File: config.mk
export PLATFORM = sky130hd
export DESIGN_NAME = forward_hazard_ctrl_flat
export DESIGN_NICKNAME = d
export VERILOG_FILES = /design/src/rtl/forward_hazard_if.sv /design/src/rtl/forward_hazard_ctrl.sv /design/src/flat_wrapper.sv
export SDC_FILE = /design/constraint.sdc
export NUM_CORES = 1
export LEC_CHECK = 0
export CORE_ASPECT_RATIO = 0.6
export CORE_UTILIZATION = 35
export DETAILED_ROUTE_END_ITERATION = 6
export DONT_BUFFER_PORTS = 1
export PLACE_DENSITY = 0.58
export SKIP_CTS_REPAIR_TIMING = 1
export SLEW_MARGIN = 20
export SYNTH_ARGS = -nofsm -noshare
export SYNTH_HDL_FRONTEND = slang
export SYNTH_SLANG_ARGS = --single-unit
File: constraint.sdc
create_clock -name clk -period 2.5 [get_ports clk]
set_input_delay 0.375 -clock clk [delete_from_list [all_inputs] [get_ports clk]]
set_output_delay 0.375 -clock clk [all_outputs]
set_load 0.005 [all_outputs]
File: src/rtl/forward_hazard_if.sv
// forward_hazard_if: ID-stage tags, branch resolution and forwarding/hazard controls
interface forward_hazard_if #(
  parameter int REG_AW = 5,
  parameter int CNT_W  = 16
);
  logic              id_valid;
  logic [REG_AW-1:0] id_rs1;
  logic [REG_AW-1:0] id_rs2;
  logic              id_use_rs1;
  logic              id_use_rs2;
  logic [REG_AW-1:0] id_rd;
  logic              id_regwrite;
  logic              id_memread;
  logic              ex_branch_taken;
  logic [1:0]        ForwardA;
  logic [1:0]        ForwardB;
  logic              stall;
  logic              flush;
  logic [CNT_W-1:0]  stall_cnt;
  logic [CNT_W-1:0]  flush_cnt;
  modport master (
    output id_valid, id_rs1, id_rs2, id_use_rs1, id_use_rs2, id_rd, id_regwrite, id_memread, ex_branch_taken,
    input  ForwardA, ForwardB, stall, flush, stall_cnt, flush_cnt
  );
  modport slave (
    input  id_valid, id_rs1, id_rs2, id_use_rs1, id_use_rs2, id_rd, id_regwrite, id_memread, ex_branch_taken,
    output ForwardA, ForwardB, stall, flush, stall_cnt, flush_cnt
  );
endinterface

File: src/rtl/forward_hazard_ctrl.sv
// forward_hazard_ctrl: EX/MEM/WB tag pipeline driving operand forwarding, load-use stall and branch flush
module forward_hazard_ctrl #(
  parameter int REG_AW = 5,
  parameter int CNT_W  = 16
) (
  input logic             clk,
  input logic             rst,
  forward_hazard_if.slave bus
);
  typedef struct packed {
    logic              v;
    logic [REG_AW-1:0] rd;
    logic              rw;
    logic              mr;
  } tag_t;
  typedef struct packed {
    tag_t              t;
    logic [REG_AW-1:0] rs1;
    logic [REG_AW-1:0] rs2;
    logic              u1;
    logic              u2;
  } ex_t;
  ex_t              ex_q, ex_d;
  tag_t             mem_q, wb_q;
  logic [CNT_W-1:0] stall_cnt_q, stall_cnt_d, flush_cnt_q, flush_cnt_d;
  logic             hazard, stall, flush;
  // A load sitting in MEM has no data yet, so only WB may supply load results
  function automatic logic [1:0] fwd(input ex_t e, input tag_t m, input tag_t w, input logic u, input logic [REG_AW-1:0] rs);
    return (!e.t.v || !u) ? 2'b00 :
           (m.v && m.rw && !m.mr && m.rd != '0 && m.rd == rs) ? 2'b10 :
           (w.v && w.rw && w.rd != '0 && w.rd == rs) ? 2'b01 : 2'b00;
  endfunction
  always_comb begin
    hazard = ex_q.t.v & ex_q.t.mr & ex_q.t.rw & (ex_q.t.rd != '0) & bus.id_valid &
             ((bus.id_use_rs1 & (bus.id_rs1 == ex_q.t.rd)) | (bus.id_use_rs2 & (bus.id_rs2 == ex_q.t.rd)));
    flush = bus.ex_branch_taken & ~rst;
    stall = hazard & ~bus.ex_branch_taken & ~rst;
    ex_d = (flush | stall | ~bus.id_valid) ? '0 :
           {1'b1, bus.id_rd, bus.id_regwrite, bus.id_memread, bus.id_rs1, bus.id_rs2, bus.id_use_rs1, bus.id_use_rs2};
    stall_cnt_d = (stall && stall_cnt_q != '1) ? stall_cnt_q + 1'b1 : stall_cnt_q;
    flush_cnt_d = (flush && flush_cnt_q != '1) ? flush_cnt_q + 1'b1 : flush_cnt_q;
  end
  always_ff @(posedge clk or posedge rst) begin
    if (rst) begin
      ex_q        <= '0;
      mem_q       <= '0;
      wb_q        <= '0;
      stall_cnt_q <= '0;
      flush_cnt_q <= '0;
    end else begin
      ex_q        <= ex_d;
      mem_q       <= ex_q.t;
      wb_q        <= mem_q;
      stall_cnt_q <= stall_cnt_d;
      flush_cnt_q <= flush_cnt_d;
    end
  end
  assign bus.ForwardA  = fwd(ex_q, mem_q, wb_q, ex_q.u1, ex_q.rs1);
  assign bus.ForwardB  = fwd(ex_q, mem_q, wb_q, ex_q.u2, ex_q.rs2);
  assign bus.stall     = stall;
  assign bus.flush     = flush;
  assign bus.stall_cnt = stall_cnt_q;
  assign bus.flush_cnt = flush_cnt_q;
endmodule

File: src/flat_wrapper.sv
// flat-port wrapper written by rule: the top's interface ports become plain ports
module forward_hazard_ctrl_flat 
#(
  parameter int REG_AW = 5,
  parameter int CNT_W  = 16
)
  (clk, rst, bus_id_valid, bus_id_rs1, bus_id_rs2, bus_id_use_rs1, bus_id_use_rs2, bus_id_rd, bus_id_regwrite, bus_id_memread, bus_ex_branch_taken, bus_ForwardA, bus_ForwardB, bus_stall, bus_flush, bus_stall_cnt, bus_flush_cnt);
  forward_hazard_if #(.REG_AW(REG_AW), .CNT_W(CNT_W)) bus_i ();
  input logic clk;
  input logic rst;
  input wire logic [$bits(bus_i.id_valid)-1:0] bus_id_valid;
  input wire logic [$bits(bus_i.id_rs1)-1:0] bus_id_rs1;
  input wire logic [$bits(bus_i.id_rs2)-1:0] bus_id_rs2;
  input wire logic [$bits(bus_i.id_use_rs1)-1:0] bus_id_use_rs1;
  input wire logic [$bits(bus_i.id_use_rs2)-1:0] bus_id_use_rs2;
  input wire logic [$bits(bus_i.id_rd)-1:0] bus_id_rd;
  input wire logic [$bits(bus_i.id_regwrite)-1:0] bus_id_regwrite;
  input wire logic [$bits(bus_i.id_memread)-1:0] bus_id_memread;
  input wire logic [$bits(bus_i.ex_branch_taken)-1:0] bus_ex_branch_taken;
  output wire logic [$bits(bus_i.ForwardA)-1:0] bus_ForwardA;
  output wire logic [$bits(bus_i.ForwardB)-1:0] bus_ForwardB;
  output wire logic [$bits(bus_i.stall)-1:0] bus_stall;
  output wire logic [$bits(bus_i.flush)-1:0] bus_flush;
  output wire logic [$bits(bus_i.stall_cnt)-1:0] bus_stall_cnt;
  output wire logic [$bits(bus_i.flush_cnt)-1:0] bus_flush_cnt;
  assign bus_i.id_valid = bus_id_valid;
  assign bus_i.id_rs1 = bus_id_rs1;
  assign bus_i.id_rs2 = bus_id_rs2;
  assign bus_i.id_use_rs1 = bus_id_use_rs1;
  assign bus_i.id_use_rs2 = bus_id_use_rs2;
  assign bus_i.id_rd = bus_id_rd;
  assign bus_i.id_regwrite = bus_id_regwrite;
  assign bus_i.id_memread = bus_id_memread;
  assign bus_i.ex_branch_taken = bus_ex_branch_taken;
  assign bus_ForwardA = bus_i.ForwardA;
  assign bus_ForwardB = bus_i.ForwardB;
  assign bus_stall = bus_i.stall;
  assign bus_flush = bus_i.flush;
  assign bus_stall_cnt = bus_i.stall_cnt;
  assign bus_flush_cnt = bus_i.flush_cnt;
  forward_hazard_ctrl #(.REG_AW(REG_AW), .CNT_W(CNT_W)) u_core (.clk(clk), .rst(rst), .bus(bus_i));
endmodule
# Word level (Yosys, flattened, before mapping)
# Index checks and enable logic that the tools add are counted.
# word_totals
regBits,67
# classes
bitwise,16
n_reduce_logical,20
n_eq_ne,8
mux,7
add_sub_neg,2
# ops
operator,count
16-bit by 1-bit adder with 16-bit output (second input constant),2
16-bit != test (second input constant),2
5-bit equality test,6
20-bit 2-to-1 mux,1
5-bit nonzero test,3
1-bit logical AND,11
1-bit bitwise AND,10
2-bit 2-to-1 mux,4
1-bit zero test,4
1-bit NOT,3
1-bit OR,3
1-bit logical OR,2
1-bit 2-to-1 mux,2

# Logic depth before layout (Yosys ltp)
# Gate-level depths: netlist of the first run.
# depth
word_depth,10
ltp_mapped,7
mapped_depth_nobuf,6

# Worst setup path after synthesis of the first run
# Ideal clock, no wire load.
# synth_timing
path_kind,flip-flop to flip-flop
from,reg u_core.ex_q[14] (netlist bit)
to,reg u_core.stall_cnt_q[14] (netlist: u_core.bus.stall_cnt[14])
arrival_ns,1.813
setup_time_ns,0.125
stages_incl_launch_ff,6
path_buffers,0
synth_period_minus_slack_ns,1.938
slack_ns,0.562
path_cell_list,dfrtp_1 or4_1 o211ai_2 and2b_2 nand4_1 mux2_2
# synth_between
elab_chain_len,7
elab_cells_between_ends,12
# synth_rtl
element,line_no,rtl
"start, declared",forward_hazard_ctrl.sv:23,"ex_t ex_q, ex_d;"
"start signal, assigned",forward_hazard_ctrl.sv:45,ex_q <= '0;
"start signal, assigned",forward_hazard_ctrl.sv:51,ex_q <= ex_d;
5-bit equality test or 5-bit nonzero test (tied branches),"forward_hazard_ctrl.sv:35, forward_hazard_ctrl.sv:34",
"1-bit bitwise AND, on equally long branches","forward_hazard_ctrl.sv:35, forward_hazard_ctrl.sv:34",
1-bit OR or 1-bit bitwise AND (tied branches),"forward_hazard_ctrl.sv:35, forward_hazard_ctrl.sv:34",
1-bit bitwise AND *,forward_hazard_ctrl.sv:34,hazard = ex_q.t.v & ex_q.t.mr & ex_q.t.rw & (ex_q.t.rd != '0) & bus.id_valid &
1-bit bitwise AND * (2 in a row),forward_hazard_ctrl.sv:37,stall = hazard & ~bus.ex_branch_taken & ~rst;
1-bit logical AND *,forward_hazard_ctrl.sv:40,stall_cnt_d = (stall && stall_cnt_q != '1) ? stall_cnt_q + 1'b1 : stall_cnt_q;
"end signal, assigned",forward_hazard_ctrl.sv:54,stall_cnt_q <= stall_cnt_d;
"end, declared",forward_hazard_ctrl.sv:25,"logic [CNT_W-1:0] stall_cnt_q, stall_cnt_d, flush_cnt_q, flush_cnt_d;"
# Every way passes the cells marked *; elsewhere a longest branch is shown, timed or not.
# A chain may end at the register's enable or synchronous reset.

# Worst setup path in the final report of the first run
# layout_timing
from,reg u_core.mem_q[2] (netlist bit)
to,out bus_ForwardA[0]
# layout_between
elab_chain_len,5
elab_cells_between_ends,6
# layout_rtl
element,line_no,rtl
"start, declared",forward_hazard_ctrl.sv:24,"tag_t mem_q, wb_q;"
"start signal, assigned",forward_hazard_ctrl.sv:52,mem_q <= ex_q.t;
5-bit nonzero test,forward_hazard_ctrl.sv:30,(m.v && m.rw && !m.mr && m.rd != '0 && m.rd == rs) ? 2'b10 :
1-bit logical AND,forward_hazard_ctrl.sv:30,
1-bit logical AND *,forward_hazard_ctrl.sv:30,
2-bit 2-to-1 mux *,forward_hazard_ctrl.sv:30,
2-bit 2-to-1 mux *,forward_hazard_ctrl.sv:29,return (!e.t.v || !u) ? 2'b00 :
"end, declared",flat_wrapper.sv:20,output wire logic [$bits(bus_i.ForwardA)-1:0] bus_ForwardA;
# Marks and branches as above.

==> results of run 1 <==
final timing paths:
check,from,end,cells after the start
max,u_core.mem_q[2],bus_ForwardA[0],4
min,rst,u_core.mem_q[4],1
max reg2reg,u_core.ex_q[17],u_core.bus.stall_cnt[14],5
min reg2reg,u_core.ex_q[13],u_core.mem_q[1],0
max in group asynchronous,rst,u_core.bus.stall_cnt[0],2
min in group clk,bus_id_rd[0],u_core.ex_q[14],1
layer usage:
| layer | global-route usage | share of wire |
|---|---|---|
| met1 | 0.231 | 0.51 |
| met2 | 0.205 | 0.38 |
| met3 | 0.0854 | 0.084 |
| met4 | 0.0727 | 0.020 |
| met5 | 0 | 0 |
synthesized netlist by cell type, types with 2 or more instances:
library cell | count | area share
a21oi_1 | 6 | 0.010
and2_1 | 13 | 0.027
and2_2 | 11 | 0.027
and3_1 | 12 | 0.025
and4_1 | 4 | 0.012
clkbuf_1 | 2 | 0.0025
dfrtp_1 | 67 | 0.56
ha_1 | 2 | 0.0083
inv_1 | 3 | 0.0037
mux2_2 | 3 | 0.011
nand2_1 | 13 | 0.016
nand3_1 | 20 | 0.033
nand4_1 | 12 | 0.025
nor2_1 | 8 | 0.010
nor3_1 | 4 | 0.0066
nor4_1 | 6 | 0.012
o21ai_0 | 3 | 0.0050
or2_2 | 2 | 0.0041
or4_1 | 3 | 0.0075
xnor2_1 | 39 | 0.11
xor2_1 | 17 | 0.049
stage by stage:
step,setup WS [ns],power (uW)
2_1_floorplan,0.442,1400
3_3_place_gp,0.447,1460
3_5_place_dp,0.436,1470
4_1_cts,0.158,2660
5_1_grt,0.00493,2740
6_report,0.173,2620
power breakdown:
group	total, uW	switching, uW	internal, uW
logic	185	86.1	99.2
registers	1270	106	1160
clock network	1170	451	717
total	2620	644	1980
sequential cells by signal, summed over array words and instances (netlist names):
| register | count |
|---|---|
| u_core.bus.flush_cnt | 16 |
| u_core.mem_q | 8 |
| u_core.wb_q | 7 |
| u_core.bus.stall_cnt | 16 |
| u_core.ex_q | 20 |
logic make-up (layout without fill, tap and decap cells):
group	count (synthesis)	after routing	share of synthesized area
multiplexers	3	3	0.0112
XOR/XNOR	56	56	0.163
AND/OR/NAND/NOR	113	113	0.218
AO/OA/AOI/OAI	14	14	0.0307
buffers and inverters	9	26	0.0133
flip-flops	67	67	0.556
adder cells (fa/ha/maj)	2	2	0.00829
final cells by class:
class                           instances  area (um^2)  area share
Sequential cell                        67         1680       0.484
Multi-Input combinational cell        188         1300       0.375
Clock buffer                           11          253      0.0729
Tap cell                              108          135      0.0390
Timing Repair Buffer                    6         57.6      0.0166
Clock inverter                          5         27.5     0.00794
Inverter                                4         15.0     0.00433
==> impl_metrics.toml, run 1 <==
[run_status]
status = "finished clean"

[cts]
root_buffer = "clkbuf_16"
clk_pin_slew_ns = 0.05
cts_num_sinks = 67
clk_latency_ns = 0.33
h-tree-depth = 3
cts_tree = "built"
cts_buffer_depth = 2
cts_made_buffers = 9

[grt]
antenna_found_initial = 0
grt_pass1_vias = 1968
grt_usage = 0.164
grt_max_degree = 38
overflow = 0
grt_pass1_wl_mm = 10.6

[place]
place_area_um2 = 3190
post-place-cells = 373
hpwl_mm = 4.85
gp_congestion = 0.850
io_buffers = 0

[synthesis]
syn_area_um2 = 3020
netlist_instances = 264
ys.flop_type = "dfrtp_1"
yosysWarnings = 0
synth-seq-area-share = 0.556
synth_edf_count = 0
async_reset_ff_frac = 1.00
ys_types = 35
ys_ff_latch = 67
syn-num-nets = 289
avgSynthCellArea_um2 = 11.4

[timing]
final-max-slew-violation-count = 0
slew_headroom = 0.460
clock_skew_ns = 0.00343
fin_crit_ns = 2.33
setup_viol = 0
tightestPinTransition_ns = 0.809
setup-tns-final_ns = 0
max_freq_mhz = 430
rsz0062_at_grt = "no"
hold_viol_final = 0
fin_crit_sh = 0.931
hold-worst-slack_ns = 0.0810

[die]
io_pins = 61
die_area_um2 = 9010
die_w_um = 122
core_region_area_um2 = 8100
rows = 25
die_h_um = 73.9
initial_utilization = 0.373

[layout]
area_growth_syn_to_layout_pct = 14.8
num_antenna_cells = 0
layout-drive-gt1-share = 0.153
post-route-util = 0.428
fill_cells = 755
stdcell_area_um2 = 3470
final_cell_count_no_fill = 389
num-nets-final = 301
layout_common_cells = "dfrtp_1, xnor2_1, nand3_1"
final_common_cell = "dfrtp_1"

[routing]
first_pass_iters = 5
routedWlPerCell_um = 16.7
via_per_inst = 5.05
ant_nets = 0
post-route-drc-count = 0
wirelength_mm = 6.51
num_vias = 1963
drt_iter0_markers = 95

[critical_path]
required_ns = 2.12
end_kind = "output port"
path_buf_inv = 0
crit_path_max_fanout = 4
cp_top_family = "simple AND/OR/NAND/NOR gates"
startpoint_type = "flip-flop"
crit_path_cell_trace = "or4_1 > o21ai_0 > nor4_1 > nor3_1"
crit_path_top_delay_cell = "or4_1"
crit_arrival_ns = 1.95
critPathMaxStageDelay_ns = 0.54
r2r_slack_ns = 0.43
path_class = "reg -> out"

[min_path]
hold_class = "in -> async"

[power]
p_leak_uw = 0.00157
ir_drop_mv = 0.320
power.density_nw_per_um2 = 756

[run]
maxCapViolations = 0
(Power assumes the default switching activity.)
==> run 2, diff against run 1 <==
Settings changed: GPL_TIMING_DRIVEN set to 0.
==> impl_metrics.toml, run 2 (same netlist as run 1, synthesis figures left out) <==
[grt]
antenna_found_initial = 0
grt_pass1_wl_mm = 10.4
grt_pass1_vias = 1942
grt_max_degree = 41
overflow = 0
grt_usage = 0.159

[routing]
wirelength_mm = 6.44
routedWlPerCell_um = 16.6
ant_nets = 0
first_pass_iters = 4
post-route-drc-count = 0
via_per_inst = 4.99
num_vias = 1937
drt_iter0_markers = 91

[layout]
num_antenna_cells = 0
post-route-util = 0.429
area_growth_syn_to_layout_pct = 15.3
final_common_cell = "dfrtp_1"
stdcell_area_um2 = 3480
layout-drive-gt1-share = 0.143
largest_register_ffs = 20
largest-register = "u_core.ex_q"
num-nets-final = 302
final_cell_count_no_fill = 388
fill_cells = 763
layout_common_cells = "dfrtp_1, xnor2_1, nand3_1"

[power]
p_clk_frac = 0.453
switching_power_uw = 613
p_seq_frac = 0.476
p_int_uw = 2040
combPwrFrac = 0.071
power.density_nw_per_um2 = 764
p_sw_frac = 0.231
p_leak_uw = 0.00157
ir_drop_mv = 0.369

[place]
pre_cts_slack_ns = 0.168
place_area_um2 = 3180
io_buffers = 0
hpwl_mm = 4.83
gp_congestion = 0.797
post-place-cells = 373

[critical_path]
path_buf_inv = 2
critPathMaxStageDelay_ns = 0.46
end_kind = "output port"
crit_path_cell_trace = "xnor2_1 > nand4_1 > o22ai_2 > clkbuf_4 > buf_2 > and2_2"
crit_arrival_ns = 2.00
cp.depth = 6
path_class = "reg -> out"
reg2reg_depth = 6
timing.rr.end = "u_core.ex_q[0]"
r2r_slack_ns = 0.38
startpoint_type = "flip-flop"
crit_path_top_delay_cell = "dfrtp_1"
cp-endpoint = "bus_stall"
crit_path_max_fanout = 10
cp_top_family = "buffers and inverters"
r2r-start = "u_core.ex_q[14]"
crit_start = "u_core.ex_q[15]"
required_ns = 2.12

[timing]
clock_skew_ns = 0.00547
hold_viol_final = 0
max_freq_mhz = 421
fin_ws_ns = 0.122
final-max-slew-violation-count = 0
tightestPinTransition_ns = 0.655
setup_viol = 0
slew_headroom = 0.560
fin_crit_sh = 0.951
fin_crit_ns = 2.38

[cts]
clk_pin_slew_ns = 0.05
cts_tree = "built"
cts_made_buffers = 9
clk_latency_ns = 0.33
cts_buffer_depth = 2
cts_num_sinks = 67
h-tree-depth = 3
root_buffer = "clkbuf_16"

[run_status]
status = "finished clean"

[run]
maxCapViolations = 0

[die]
initial_utilization = 0.373
rows = 25
die_w_um = 122
io_pins = 61
die_h_um = 73.9
die_area_um2 = 9010
core_region_area_um2 = 8100

[min_path]
hold_class = "in -> reg"
[run 2: cell count changes in the layout (fill, tap and decap cells not counted), sizes merged]
cell / delta
buf: -3
clkinv: -2
dlygate4sd3: +1
clkbuf: +3
bufinv: +1
clkinvlp: -1
[run 2: stage by stage]
stage                     hold slack (ns)  total power, uW  TNS [ns]
after floorplan                     0.347             1400         0
after global routing                0.161             2780   -0.0196
final                               0.173             2660         0
after CTS                         -0.0959             2690    -0.199
after global placement              0.355             1460    -22.58
after detailed placement            0.257             1470         0
[run 2: per-layer routing]
metal / vias up / wire (um) / track usage
li1: 948 / - / -
met1: 932 / 3310 / 0.224
met2: 47 / 2560 / 0.209
met3: 10 / 481 / 0.0745
met4: 0 / 78 / 0.0604
met5: - / 0 / 0
[run 2: how the worst min path moves through the flow]
stage,depth (start not counted),startpoint,end,slack [ns]
global placement,0,u_core.ex_q[12],u_core.mem_q[0],0.36
detailed placement,1,rst,u_core.ex_q[14],0.26
finish,1,bus_id_regwrite,u_core.ex_q[13],0.17
CTS,1,rst,u_core.ex_q[14],-0.1
global route,1,bus_id_rd[2],u_core.ex_q[16],0.16
floorplan,0,u_core.ex_q[12],u_core.mem_q[0],0.35
[run 2: worst register-to-register path: cells and delay by family, from the launching register on]
kind                   cells  cell delay, ns
AND/OR/NAND/NOR            2            0.75
AO/OA/AOI/OAI              2            0.55
flip-flops                 1            0.42
buffers and inverters      2            0.33
[run 2: area by class of cell]
cell class | instances | area, um^2 | share of cell area
plain buffers | 5 | 28.8 | 0.00827
clock buffers | 11 | 243 | 0.0698
clock inverters | 3 | 40.0 | 0.0115
inverters | 4 | 17.5 | 0.00504
multi-input cells | 188 | 1310 | 0.376
flip-flops and latches | 67 | 1680 | 0.482
well taps | 108 | 135 | 0.0388
repair buffers | 2 | 30.0 | 0.00863
[run 2: power groups by stage]
| stage | combinational, uW | sequential [uW] | clock [uW] |
|---|---|---|---|
| after global routing | 212 | 1280 | 1290 |
| after detailed placement | 190 | 1280 | 0 |
| final | 189 | 1260 | 1200 |
| after floorplan | 155 | 1250 | 0 |
| after CTS | 190 | 1260 | 1240 |
| after global placement | 182 | 1280 | 0 |
==> run 3, diff against run 2 <==
Settings changed: CTS_CLUSTER_DIAMETER set to 100, HOLD_SLACK_MARGIN set to 0.15, SKIP_LAST_GASP set to 1.
==> results of run 3 <==
The final DEF is identical to that of run 2; final timing and power are the same.
==> RTL edit 1: new RTL, flow settings as in run 1 <==
`CNT_W` is set to 16 in 3 places; all go to 18.
--- a/src/rtl/forward_hazard_if.sv
+++ b/src/rtl/forward_hazard_if.sv
@@ -1,7 +1,7 @@
 // forward_hazard_if: ID-stage tags, branch resolution and forwarding/hazard controls
 interface forward_hazard_if #(
   parameter int REG_AW = 5,
-  parameter int CNT_W  = 16
+  parameter int CNT_W  = 18
 );
   logic              id_valid;
   logic [REG_AW-1:0] id_rs1;
--- a/src/rtl/forward_hazard_ctrl.sv
+++ b/src/rtl/forward_hazard_ctrl.sv
@@ -1,7 +1,7 @@
 // forward_hazard_ctrl: EX/MEM/WB tag pipeline driving operand forwarding, load-use stall and branch flush
 module forward_hazard_ctrl #(
   parameter int REG_AW = 5,
-  parameter int CNT_W  = 16
+  parameter int CNT_W  = 18
 ) (
   input logic             clk,
   input logic             rst,
--- a/src/flat_wrapper.sv
+++ b/src/flat_wrapper.sv
@@ -2,7 +2,7 @@
 module forward_hazard_ctrl_flat 
 #(
   parameter int REG_AW = 5,
-  parameter int CNT_W  = 16
+  parameter int CNT_W  = 18
 )
   (clk, rst, bus_id_valid, bus_id_rs1, bus_id_rs2, bus_id_use_rs1, bus_id_use_rs2, bus_id_rd, bus_id_regwrite, bus_id_memread, bus_ex_branch_taken, bus_ForwardA, bus_ForwardB, bus_stall, bus_flush, bus_stall_cnt, bus_flush_cnt);
   forward_hazard_if #(.REG_AW(REG_AW), .CNT_W(CNT_W)) bus_i ();
Interface: changed (resized bus_flush_cnt and bus_stall_cnt); port bits go from 61 to 65. The function was not compared with the original's and may differ.
==> RTL edit 1 against run 1 <==
Sequential share of layout area is 0.16 points lower; critical path type unchanged; total power is 5.5% higher; wire length is 2.6% higher; synthesized cell count is 6.8% higher; cell count is 6.2% higher; clock power is 6% higher; sequential cell count is 4 higher; cell area is 6.3% higher; area after synthesis is 6.6% higher; critical endpoint is now bus_ForwardB[0]; count of clock-buffer cells in the layout stayed put; worst setup slack worse by 37 ps.
==> RTL edit 1: results (changes against run 1) <==
| Metric | Value |
|---|---|
| Setup clock skew after layout | `7.65 ps (+4.22 ps)` |
| Slew HR | `59.3% (+13 points)` |
| Leakage | `1.61 nW (+2.9%)` |
| Most area-hungry cell type in the Yosys netlist | `dfrtp_1` |
| Number of global-route vias before repair | `2,094 (+6.4%)` |
| Pin count of the biggest net entering global routing | `64 (+68%)` |
| Fraction of layout cells with a size suffix above 1 | `9.70% (-5.6 points)` |
| Post-synth cell types | `36 (+2.9%)` |
| Most flops, register | `u_core.ex_q` |
| Top cells by area in the synthesized netlist | `dfrtp_1 55%, xnor2_1 12%, xor2_1 4.9%, and2_1 4.3%, nand3_1 3.4%` |
| Number of DRC markers after the initial detailed-route iteration | `158 (+66%)` |
| Number of vias per cell | `5.03 (-0.39%)` |
| Leading register cell type out of synthesis | `dfrtp_1` |
| Largest fanout of any net on the critical path | `4 (unchanged)` |
| Number of buffers on the longest clock path | `2 (unchanged)` |
| Gr usage total | `15.1% (-1.3 points)` |
| Mean area per synthesized cell | `11.4 um^2 (-0.25%)` |
| Post-synthesis sequential area ratio | `55.3% (-0.30 points)` |
| First-pass GRT wire length | `11.2 mm (+5.1%)` |
| Worst hold margin | `178 ps (+96.9 ps)` |
| FF-to-FF setup slack | `480 ps (+50 ps)` |
| Total Nets Final | `319 (+6.0%)` |
| Maximum vdd drop | `0.000372 V (+16%)` |
| Type of the most critical hold path | `in2reg` |
| YS warnings | `0 (unchanged)` |
| First-pass iteration count of the detailed router | `4 (-1)` |
| Routed length per instance | `16.2 um (-3.3%)` |
| Number of standard cells in the layout, taps in and fillers out | `413 (+6.2%)` |
| Synthesized net count | `307 (+6.2%)` |
| Outcome | `completed` |
| Top cells by instance count after synthesis | `71 x dfrtp_1, 45 x xnor2_1, 22 x and2_1, 22 x nand3_1` |
| Global placement routability congestion | `0.847 (-0.36%)` |
| Data arrival time of the worst path | `1990 ps (+40 ps)` |
| Post-placement cell count | `394 (+5.6%)` |
| Sum of net half-perimeters after detailed placement | `5.03 mm (+3.6%)` |
| Cell family with the largest share of critical-path delay | `simple AND/OR/NAND/NOR gates` |
| Number of antenna violations at the first check in global routing | `3 (+3)` |
| Number of CTS-inserted buffers | `9 (unchanged)` |
==> RTL edit 1: final cells by class <==
class	count	area [um^2]
Clock buffer	11	233
Multi-Input combinational cell	202	1400
Fill cell	816	5030
Tap cell	112	140
Sequential cell	71	1780
Inverter	4	15.0
Timing Repair Buffer	6	60.1
Clock inverter	5	58.8
Antenna cell	2	5.00
==> RTL edit 1: cell families after synthesis <==
family	synth area share [%]
adders and majority gates	0.778
xor gates and xnor gates	17.2
AOI/OAI and AO/OA	2.84
muxes	0.700
buffers and inverters	1.32
and+or+nand+nor	21.9
DFF	55.3
==> RTL edit 1: per-stage QoR <==
step           area, um^2  setup WS, ps  power, mW  util [%]
2_1_floorplan        3220           328       1.49         -
3_3_place_gp         3380           545       1.54      38.7
3_5_place_dp         3380           465       1.55      38.7
4_1_cts              3670           142       2.81      42.1
5_1_grt              3680          22.8       2.90      42.2
6_report             3680           136       2.76      42.3
==> RTL edit 1: final timing paths <==
check / from / end / cells after the start
setup / recovery: u_core.mem_q[2] / bus_ForwardB[0] / 4
hold / removal: bus_id_rd[1] / u_core.ex_q[15] / 1
setup reg to reg: u_core.bus.stall_cnt[0] / u_core.bus.stall_cnt[13] / 6
hold reg to reg: u_core.ex_q[12] / u_core.mem_q[0] / 0
max in group asynchronous: rst / u_core.bus.flush_cnt[5] / 3
min in group asynchronous: rst / u_core.bus.stall_cnt[17] / 2
==> RTL edit 1: metal layers <==
layer  share of wire [%]  GRT usage, %
met5                0.19             0
met4                 1.4          5.30
met3                 8.6          7.58
met2                  39          19.4
met1                  51          21.5
==> RTL edit 1: power by group <==
| group | internal [mW] | total, mW | switching [mW] |
|---|---|---|---|
| logic | 0.0987 | 0.190 | 0.0912 |
| clock network | 0.772 | 1.24 | 0.464 |
| registers | 1.23 | 1.34 | 0.109 |
==> RTL edit 2: new RTL, settings of run 1 <==
Made on the original files. Reset style: synchronous (`rst`), changed in one clocked block.
--- a/src/rtl/forward_hazard_ctrl.sv
+++ b/src/rtl/forward_hazard_ctrl.sv
@@ -40,7 +40,7 @@
     stall_cnt_d = (stall && stall_cnt_q != '1) ? stall_cnt_q + 1'b1 : stall_cnt_q;
     flush_cnt_d = (flush && flush_cnt_q != '1) ? flush_cnt_q + 1'b1 : flush_cnt_q;
   end
-  always_ff @(posedge clk or posedge rst) begin
+  always_ff @(posedge clk) begin
     if (rst) begin
       ex_q        <= '0;
       mem_q       <= '0;
Formal check against the unedited RTL: differs if rst is asserted again (counterexample within 4 cycles, from zero or initial values and one cycle with rst high); with rst held inactive, the same outputs for 10 cycles.
==> RTL edit 2 against run 1 <==
Worst setup slack improved by 85 ps; critical path type unchanged; cell count rose by 15%; cell area shrank 0.43%; count of clock-buffer cells in the layout is 1 higher; sequential cell count unchanged; largest cell class is now multi-input combinational cells; wire length rose by 10%; highest routed layer unchanged; area after synthesis down 0.33%.
Power is not compared: it rests on default switching activity, and its combinational part moved more than twofold at a synthesized area within 25%.
==> RTL edit 2: results (changes against run 1) <==
| Metric | Value |
|---|---|
| Outcome | `completed` |
| Clock buffer and inverter area fraction after layout | `8.01% (-0.074 points)` |
| Mean area per synthesized cell | `9.14 um^2 (-20%)` |
| First-pass GRT wire length | `11.4 mm (+6.9%)` |
| Total Nets Final | `360 (+20%)` |
| Routed length per instance | `16.0 um (-4.3%)` |
| Multiplexer fraction of the synthesized cell area | `1.87% (+0.75 points)` |
| Top cells by instance count after synthesis | `67 x dfxtp_1, 25 x xor2_1, 22 x and2_1` |
| Post-synthesis sequential area ratio | `44.6% (-11 points)` |
| Area post-placement | `0.00314 mm^2 (-1.6%)` |
| Met2 Use GR | `21.8% (+1.3 points)` |
| Crit path to | `bus_stall` |
| Number of antenna violations at the first check in global routing | `1 (+1)` |
| Synthesized net count | `354 (+22%)` |
| Largest fanout of any net on the critical path | `18 (+14)` |
| FFs w/ async S/R, synth | `0% (-100 points)` |
| Number of global-route vias before repair | `2,151 (+9.3%)` |
| Filler Cell Count | `781 (+3.4%)` |
| Pre-CTS setup slack | `180 ps (-256 ps)` |
| Number of ordinary inverters in the final layout | `3 (-1)` |
| Highest-delay cell along the critical path | `dfxtp_1` |
| Data arrival time of the worst path | `1870 ps (-80 ps)` |
| Type of the most critical hold path | `in2reg` |
| Length of routed wiring on met1 | `3.78 mm (+14%)` |
| Diodes inserted | `1 (+1)` |
| Global placement routability congestion | `0.829 (-2.5%)` |
| Number of vias per cell | `5.21 (+3.2%)` |
| Detail Route met2 WL | `2.79 mm (+11%)` |
| Slew at the pin closest to its max-slew limit | `577 ps (-232 ps)` |
| Crit Reg-Reg Endpoint | `u_core.bus.stall_cnt[2]` |
## RTL edit 2: cell types whose count changed in the layout (fill, tap and decap cells not counted), sizes merged, moves of 5 or more
cell,run 1,this run
dfrtp,67,0
dfxtp,0,67
xnor2,39,15
nor2b,1,18
nor2,8,21
or4,3,15
o31ai,0,9
a21oi,6,14
xor2,17,25
nand4,12,18
and3,12,7
nand3,20,15
or3,0,5
## RTL edit 2: cells by family (layout without fill, tap and decap cells)
group / count (synthesis) / count (layout)
AOI/OAI and AO/OA: 38 / 38
DFF: 67 / 67
other: 0 / 1
muxes: 5 / 5
adders and majority gates: 2 / 2
xor gates and xnor gates: 40 / 40
buffers and inverters: 18 / 28
and+or+nand+nor: 159 / 159
